[src/rtl/iddmm_pkg.sv]
`default_nettype none
// ============================================================================
// Module   : iddmm_pkg
// Purpose  : Shared types and constants for the IDDMM task driver:
//            controller state encoding, one-hot operand-RAM select codes and
//            default word geometry of the multiplier.
// Revision : 1.0 - initial release
// ============================================================================
package iddmm_pkg;

  // Default geometry; must match the attached multiplier instance.
  localparam int DEF_K = 256;
  localparam int DEF_N = 16;

  // One-hot write strobes into the multiplier operand RAMs.
  localparam logic [2:0] OP_NONE = 3'b000;
  localparam logic [2:0] OP_X    = 3'b001;
  localparam logic [2:0] OP_Y    = 3'b010;
  localparam logic [2:0] OP_M    = 3'b100;

  typedef enum logic [2:0] {
    ST_IDLE    = 3'd0,
    ST_LOAD_X  = 3'd1,
    ST_LOAD_Y  = 3'd2,
    ST_LOAD_M  = 3'd3,
    ST_REQ     = 3'd4,
    ST_WAIT    = 3'd5,
    ST_COLLECT = 3'd6,
    ST_DRAIN   = 3'd7
  } state_t;

endpackage
`default_nettype wire

[src/rtl/iddmm_res_buf.sv]
`default_nettype none
// ============================================================================
// Module   : iddmm_res_buf
// Purpose  : N x K simple dual-port result buffer. One synchronous write port
//            filled while the multiplier returns its result burst, one
//            asynchronous read port addressed while the result is replayed.
// Ports    : clk      - system clock
//            wr_en    - write strobe
//            wr_addr  - write word index
//            wr_data  - write word
//            rd_addr  - read word index
//            rd_data  - read word (combinational)
// Revision : 1.0 - initial release
// ============================================================================
module iddmm_res_buf
  import iddmm_pkg::*;
#(
  parameter int K      = DEF_K,
  parameter int N      = DEF_N,
  parameter int ADDR_W = $clog2(N)
) (
  input  logic              clk,
  input  logic              wr_en,
  input  logic [ADDR_W-1:0] wr_addr,
  input  logic [K-1:0]      wr_data,
  input  logic [ADDR_W-1:0] rd_addr,
  output logic [K-1:0]      rd_data
);

  // Storage carries no reset: contents are always rewritten before use.
  logic [K-1:0] mem [N];

  always_ff @(posedge clk) begin
    if (wr_en) begin
      mem[wr_addr] <= wr_data;
    end
  end

  assign rd_data = mem[rd_addr];

endmodule
`default_nettype wire

[src/rtl/iddmm_task_driver.sv]
`default_nettype none
// ============================================================================
// Module   : iddmm_task_driver
// Purpose  : Initiator-side front end for the IDDMM Montgomery multiplier.
//            Streams x, y, m operand words into the multiplier RAMs, issues a
//            task request, buffers the N-word result burst and replays it on
//            a backpressured output stream.
// Ports    : clk, rst_n                  - clock, async active-low reset
//            s_valid/s_ready/s_data/s_m1 - operand word stream, m' constant
//            mm_wr_ena/addr/data/m1      - multiplier operand RAM write port
//            mm_task_req/grant           - start handshake
//            mm_task_end/res             - result word strobe and data
//            r_valid/r_ready/r_data/r_last - result stream
//            busy                        - controller not idle
// Option   : IDDMM_TASK_DRIVER_REUSE_M_EN adds cfg_reuse_m; when set at the
//            x[0] handshake and a modulus is already loaded, the m phase is
//            skipped and the stream carries only x and y.
// Revision : 1.0 - initial release
// ============================================================================
module iddmm_task_driver
  import iddmm_pkg::*;
#(
  parameter int K      = DEF_K,
  parameter int N      = DEF_N,
  parameter int ADDR_W = $clog2(N)
) (
  input  logic              clk,
  input  logic              rst_n,
  input  logic              s_valid,
  output logic              s_ready,
  input  logic [K-1:0]      s_data,
  input  logic [K-1:0]      s_m1,
  output logic [2:0]        mm_wr_ena,
  output logic [ADDR_W-1:0] mm_wr_addr,
  output logic [K-1:0]      mm_wr_data,
  output logic [K-1:0]      mm_wr_m1,
  output logic              mm_task_req,
  input  logic              mm_task_grant,
  input  logic              mm_task_end,
  input  logic [K-1:0]      mm_task_res,
  output logic              r_valid,
  input  logic              r_ready,
  output logic [K-1:0]      r_data,
  output logic              r_last,
  output logic              busy
`ifdef IDDMM_TASK_DRIVER_REUSE_M_EN
  ,
  input  logic              cfg_reuse_m
`endif
);

  localparam logic [ADDR_W-1:0] CNT_LAST = ADDR_W'(N - 1);

  state_t            state;
  state_t            next_state;
  logic [ADDR_W-1:0] cnt;
  logic              cnt_last;
  logic              load_phase;
  logic              collect_phase;
  logic              drain_phase;
  logic [2:0]        op_sel;
  logic              s_fire;
  logic              res_fire;
  logic              r_fire;
  logic              skip_m;
  logic              m1_capture;
  logic [K-1:0]      buf_rd;

  assign cnt_last = (cnt == CNT_LAST);

  // --------------------------------------------------------------------------
  // Controller
  // --------------------------------------------------------------------------
  always_ff @(posedge clk or negedge rst_n) begin
    if (!rst_n) begin
      state <= ST_IDLE;
    end else begin
      state <= next_state;
    end
  end

  always_comb begin
    next_state    = state;
    load_phase    = 1'b0;
    collect_phase = 1'b0;
    drain_phase   = 1'b0;
    op_sel        = OP_NONE;
    case (state)
      ST_IDLE: begin
        // The first accepted word is x[0].
        load_phase = 1'b1;
        op_sel     = OP_X;
        if (s_valid) next_state = ST_LOAD_X;
      end
      ST_LOAD_X: begin
        load_phase = 1'b1;
        op_sel     = OP_X;
        if (s_valid && cnt_last) next_state = ST_LOAD_Y;
      end
      ST_LOAD_Y: begin
        load_phase = 1'b1;
        op_sel     = OP_Y;
        if (s_valid && cnt_last) next_state = skip_m ? ST_REQ : ST_LOAD_M;
      end
      ST_LOAD_M: begin
        load_phase = 1'b1;
        op_sel     = OP_M;
        if (s_valid && cnt_last) next_state = ST_REQ;
      end
      ST_REQ: begin
        if (mm_task_req && mm_task_grant) next_state = ST_WAIT;
      end
      ST_WAIT: begin
        collect_phase = 1'b1;
        if (mm_task_end) next_state = cnt_last ? ST_DRAIN : ST_COLLECT;
      end
      ST_COLLECT: begin
        collect_phase = 1'b1;
        if (mm_task_end && cnt_last) next_state = ST_DRAIN;
      end
      ST_DRAIN: begin
        drain_phase = 1'b1;
        if (r_ready && cnt_last) next_state = ST_IDLE;
      end
      default: next_state = ST_IDLE;
    endcase
  end

  assign s_fire   = s_valid & load_phase;
  assign res_fire = mm_task_end & collect_phase;
  assign r_fire   = r_ready & drain_phase;

  // Ready is gated by reset so that every output reads 0 while rst_n is low,
  // even though IDLE itself accepts words.
  assign s_ready  = load_phase & rst_n;
  assign busy     = (state != ST_IDLE);
  assign r_valid  = drain_phase;
  assign r_last   = drain_phase & cnt_last;
  assign r_data   = drain_phase ? buf_rd : '0;

  // --------------------------------------------------------------------------
  // Datapath registers
  // --------------------------------------------------------------------------
  always_ff @(posedge clk or negedge rst_n) begin
    if (!rst_n) begin
      cnt         <= '0;
      mm_wr_ena   <= OP_NONE;
      mm_wr_addr  <= '0;
      mm_wr_data  <= '0;
      mm_wr_m1    <= '0;
      mm_task_req <= 1'b0;
    end else begin
      mm_wr_ena <= OP_NONE;
      if (s_fire) begin
        mm_wr_ena  <= op_sel;
        mm_wr_addr <= cnt;
        mm_wr_data <= s_data;
      end
      // Load, collect and drain phases are mutually exclusive, so one word
      // counter serves all three; it is always 0 on entry to each phase.
      if (s_fire || res_fire || r_fire) begin
        cnt <= cnt_last ? '0 : cnt + ADDR_W'(1);
      end
      if ((state == ST_IDLE) && s_fire && m1_capture) begin
        mm_wr_m1 <= s_m1;
      end
      // Request rises on the second REQ cycle (one cycle after the final
      // operand write is visible) and falls on the edge that samples grant.
      if (state == ST_REQ) begin
        mm_task_req <= ~(mm_task_req & mm_task_grant);
      end
    end
  end

`ifdef IDDMM_TASK_DRIVER_REUSE_M_EN
  logic reuse_q;
  logic m_loaded;

  always_ff @(posedge clk or negedge rst_n) begin
    if (!rst_n) begin
      reuse_q  <= 1'b0;
      m_loaded <= 1'b0;
    end else begin
      if ((state == ST_IDLE) && s_fire) begin
        reuse_q <= cfg_reuse_m;
      end
      if ((state == ST_LOAD_M) && s_fire && cnt_last) begin
        m_loaded <= 1'b1;
      end
    end
  end

  assign skip_m     = reuse_q & m_loaded;
  // A reused modulus keeps its matching m' constant.
  assign m1_capture = ~(cfg_reuse_m & m_loaded);
`else
  assign skip_m     = 1'b0;
  assign m1_capture = 1'b1;
`endif

  // --------------------------------------------------------------------------
  // Result buffer
  // --------------------------------------------------------------------------
  iddmm_res_buf #(
    .K      (K),
    .N      (N),
    .ADDR_W (ADDR_W)
  ) u_res_buf (
    .clk     (clk),
    .wr_en   (res_fire),
    .wr_addr (cnt),
    .wr_data (mm_task_res),
    .rd_addr (cnt),
    .rd_data (buf_rd)
  );

endmodule
`default_nettype wire

[config.mk]
export PLATFORM = sky130hd
export DESIGN_NAME = iddmm_task_driver
export DESIGN_NICKNAME = d
export VERILOG_FILES = /design/src/rtl/iddmm_pkg.sv /design/src/rtl/iddmm_res_buf.sv /design/src/rtl/iddmm_task_driver.sv
export SDC_FILE = /design/constraint.sdc
export NUM_CORES = 2
export LEC_CHECK = 0
export CAP_MARGIN = 20
export CORE_MARGIN = 2
export CORE_UTILIZATION = 25
export CTS_CLUSTER_DIAMETER = 120
export DETAILED_ROUTE_END_ITERATION = 10
export PLACE_DENSITY = 0.45
export SYNTH_ARGS = -nofsm -noshare
export SYNTH_HDL_FRONTEND = slang
export SYNTH_HIERARCHICAL = 1
export SYNTH_SLANG_ARGS = --single-unit
[constraint.sdc]
create_clock -name clk -period 26.3 [get_ports clk]
set_clock_uncertainty 0.2 [all_clocks]
set_input_delay 3.945 -clock clk [delete_from_list [all_inputs] [get_ports clk]]
set_output_delay 3.945 -clock clk [all_outputs]
set_load 0.005 [all_outputs]
* Word-level counts from Yosys, hierarchy flattened *
Memories as Yosys holds them, arrays and structs flattened.
Index checks and enable logic that the tools add are counted.

storage, ports and cells
  bits in writable memories = 4096
  word-level logic and storage cells = 64
  latch bits = 0
  ROM bits = 0
  bits of input ports = 774
  register bits after elaboration = 527
  memories kept = 1
  output and inout bits = 780

memories
  memory         depth  bits a word  rd ports  clocked after Yosys merged registers in  write ports  line                 text
  u_res_buf.mem  16     256          1         0                                        1            iddmm_res_buf.sv:31  logic [K-1:0] mem [N];

operators by class
  multipliers = 0
  divide/modulo/power cells = 0
  equal/unequal tests = 16
  shift operators = 0
  $lt $le $gt $ge = 0
  reduce and logical (&&, ||, !) cells = 13
  add/sub/neg operators = 1
  bitwise gates (word level) = 7
  mux-type cells = 19

operator list
  cell                 count
  $mux 256             1
  $mux 3               9
  $pmux 3 s8           1
  $ne 2x2->1 const B   8
  $eq 3x3->1 const B   4
  $pmux 3 s3           1
  $reduce_and 8->1     1
  $and 1x1->1          6
  $eq 3x2->1 const B   2
  $mux 1               6
  $logic_and 1x1->1    5
  $add 4x1->4 const B  1
  $eq 4x4->1 const B   1
  $mux 4               1
  $reduce_or 2->1      2
  $reduce_or 4->1      1
  $eq 3x1->1 const B   1
  $logic_not 3->1      1
  $reduce_bool 3->1    1
  $logic_or 1x1->1     2
  $not 1->1            1

* Logic depth before layout (Yosys ltp) *
  word-level depth = 6
  gate-level depth with buffers = 9
  depth with buffers taken out = 5

* By module *
Netlist, hierarchy kept.

by module, submodules not included
  module             times used  area an instance (um^2)  sequential area each (um^2)  cells each
  iddmm_res_buf      1           153484.7                 122998.0                     6392
  iddmm_task_driver  1           21585.7                  13187.6                      1989

* Worst setup path after synthesis *
No wires, ideal clock.

  path type = input-to-reg
  start = in mm_task_end
  end = mem u_res_buf/mem[0][0] in the netlist's numbering (enable)
  setup time = 1186 ps
  setup slack = 3062 ps
  stages on the path = 3
  buffers on the path = 0
  arrival time = 21852 ps
  data required time = 24914 ps
  cell sequence = and3_1 > or3b_2 > nor3_1

between the ends
  longest elaborated chain between the ends = 3

ends and longest elaborated chain
  item                          line                      text
  start, declared               iddmm_task_driver.sv:39   input logic mm_task_end,
  $and 1x1->1                   iddmm_task_driver.sv:130  assign res_fire = mm_task_end & collect_phase;
  $mux 1                        iddmm_res_buf.sv:34       if (wr_en) begin
  $mux 1 (implied by the code)  iddmm_res_buf.sv:35       mem[wr_addr] <= wr_data;
  end, declared                 iddmm_res_buf.sv:31

No other way between the ends.

* Final worst setup path *
  start = reg cnt[0]
  end = out r_data[247]

between the ends
  longest elaborated chain between the ends = 2

ends and longest elaborated chain
  item                    line                      text
  start, declared         iddmm_task_driver.sv:56   logic [ADDR_W-1:0] cnt;
  start signal, assigned  iddmm_task_driver.sv:162  cnt <= cnt_last ? '0 : cnt + ADDR_W'(1);
  $mem_v2 16x256          -
  net buf_rd[247]         iddmm_task_driver.sv:67   logic [K-1:0] buf_rd;
  $mux 256                iddmm_task_driver.sv:139  assign r_data = drain_phase ? buf_rd : '0;
  end, declared           iddmm_task_driver.sv:43   output logic [K-1:0] r_data,

The timed path passes the listed nets, and every way through them passes these cells.

==> results.cfg <==
[status]
status = finished clean

[final_layout]
layout-drive-gt1-share = 0.2165
area_delta_synth_final_pct = 25.47
n_fill_cell = 67156
regArea_um2 = 136200
multi_input_area_um2 = 36680
final_util = 0.3145
final_nets = 10976

[global_routing]
grt_pass1_vias = 94958
grt_usage = 0.1764
grt_max_degree = 155
overflow = 0
grtUsageMet2 = 0.3123
antenna_found_initial = 361
grt_pass1_wl_um = 861200
grt_busiest_layer = met2
met1_usage = 0.2027
grt_use_met3 = 0.04360

[clock_tree]
cts.path.max_buffers = 4
ctsHoldBuffers = 0
numClockSinks = 4623
tritoncts = yes
clk_latency_ns = 1.05
postCtsSetupBuffers = 0
h-tree-depth = 6
path_clk_slew_ns = 0.05
cts_root_buffer = clkbuf_16
cts_resized = 0
cts_buffers = 535

[yosys]
synth_area_per_cell_um2 = 20.89
synthArstFlopShare = 0.1140
yosysMostFrequentCell = edfxtp_1
synth.largest_area_cell = edfxtp_1
syn_inst = 8381
yosysWarnings = 6
synth_area_um2 = 175100
yosysUniqueCellTypes = 42
synth_top_family_by_area = multiplexers
synthAdderAreaFrac = 0.00007147
ys_seq_elements = 4623
synth-compound-area-share = 0.02367
synth_mux_area_frac = 0.1502
yosys.area_share.xor_xnor = 0.0001001
synth-edff-count = 4096
syn_nets = 9156
synth_top_cells_by_count = edfxtp_1, nand2_1, mux4_2
synthSimpleGateAreaFrac = 0.03435
yosysSeqAreaShare = 0.7779
synth_top_area_frac = 0.7026
synth_ff_type = edfxtp_1
yosys-top-cells-area = edfxtp_1, mux4_2, dfrtp_1

[route]
vias = 92066
via_per_inst = 4.585
drc = 0
first_pass_iters = 5
routed_wl_um = 647200
avgRoutedWirePerCell_um = 32.23
antenna_left = 0
drtIter0Drc = 7702

[sta]
finalHoldViolCount = 0
period_needed_ns = 12.27
drv_slew = 0
setup_tns_ns = 0
rsz0062_at_grt = false
fmax_mhz = 81.53
tightestPinTransition_ns = 1.335
fin_crit_sh = 0.4664
max_slew_margin = 0.1100
finalSetupViolCount = 0

[placed_design]
portBuffers = 1553
dpl.hpwl_um = 414800
gp_congestion = 0.8926

[critical_path]
worst_setup_path_start_kind = flop
crit_required_ns = 22.16
setup.worst_path.end_class = output pin
crit_type = flop to output pin
path_max_fanout = 47
worst_ep_arrival_time_ns = 8.12

[run]
drv_cap = 0

[min_path]
holdCritPathClass = flop to flop

[floorplan]
rows = 307
die_area_um2 = 707000
die_x_um = 840.8
initial_utilization = 0.2507
die_h_um = 840.8
core_um2 = 698300
ios = 1554

[power]
p_leak_nw = 71.50
ir_drop_mv = 0.09557
p_per_area_nw_per_um2 = 102.3
## final cells by class
| cell class | instances | share of cell area |
|---|---|---|
| clock buffer | 656 | 0.06399 |
| clock inverter | 294 | 0.01452 |
| sequential | 4623 | 0.6201 |
| timing repair buffer | 1755 | 0.07943 |
| tap | 9270 | 0.05280 |
| multi-input combinational | 3286 | 0.1670 |
| antenna | 194 | 0.002210 |
## layer usage
| metal | wire length, µm | vias up |
|---|---|---|
| met3 | 42820 | 1217 |
| met5 | 495 | - |
| met1 | 242300 | 49812 |
| met4 | 28550 | 72 |
| met2 | 333100 | 3112 |
| li1 | - | 37853 |
## logic make-up (layout without fill, tap and decap cells)
family,count (synthesis),in the layout
DFF,4623,4623
adders and majority gates,1,1
xor gates and xnor gates,2,2
buffers and inverters,472,2705
AOI/OAI and AO/OA,549,549
and+or+nand+nor,1363,1363
muxes,1371,1371
other,0,194
## report_power, final
group / leakage (nW) / internal (mW) / switching (mW)
clock network: 8.37 / 4.16 / 3.14
registers: 43.2 / 8.47 / 0.358
logic: 20.0 / 2.95 / 3.40
total: 71.5 / 15.6 / 6.89
## worst max-delay path, cell delays in order, from the launching register on
cell             delay, ns
dfrtp_4               0.94
buf_4                 0.72
buf_4                 0.72
buf_4                 0.90
buf_4                 0.86
buf_4                 0.87
mux4_2                0.61
a22oi_1               0.22
nand2_1               0.19
and2_1                0.22
clkdlybuf4s50_1       0.53
## final timing paths
path                                                  start                               to  slack [ns]  depth (start not counted)
worst max-delay path                     cnt[0]$_DFFE_PN0P_                      r_data[247]       14.03                         10
worst min register to register  mm_wr_data[123]$_DFFE_PN0P_      mm_wr_data[123]$_DFFE_PN0P_        0.28                          2
worst max register to register           cnt[2]$_DFFE_PN0P_  u_res_buf/mem[7][125]$_DFFE_PP_       19.06                          8
min in group asynchronous                             rst_n      mm_wr_data[157]$_DFFE_PN0P_        2.56                          1
max in group asynchronous                             rst_n       mm_wr_data[89]$_DFFE_PN0P_       20.53                          4
worst min-delay path            mm_wr_data[123]$_DFFE_PN0P_      mm_wr_data[123]$_DFFE_PN0P_        0.28                          2
## stage by stage
stage	instances	hold WS (ns)	total power, mW	setup WS [ns]	cell area, µm²
floorplan	8381	0.2695	12.34	3.062	175100
global placement	18930	0.2586	15.43	14.89	201900
detailed placement	18932	0.2610	15.49	14.77	201900
CTS	19882	0.2781	22.85	13.56	219100
global route	20037	0.2917	23.45	13.28	219600
finish	20078	0.2756	22.47	14.03	219700
## state kept, by name (all words and copies together), names as in the netlist
register and cells:
mm_wr_ena 3, cnt 4, mm_wr_data 256, u_res_buf/mem 4096, mm_wr_addr 4, mm_task_req 1
mm_wr_m1 256, state 3
## cell usage in the layout (no fill, tap or decap), types with 194 or more instances in the layout
master           Yosys  routed
edfxtp_1          4096    4096
dfrtp_1            527     523
clkdlybuf4s50_1      0    1552
diode_2              0     194
clkbuf_16            0     538
and2_1             261     258
a22oi_1            451     451
nand2_1            991     991
mux4_2             968     968
mux2_2             343     343
No activity file was read; power rests on OpenSTA's default activity.
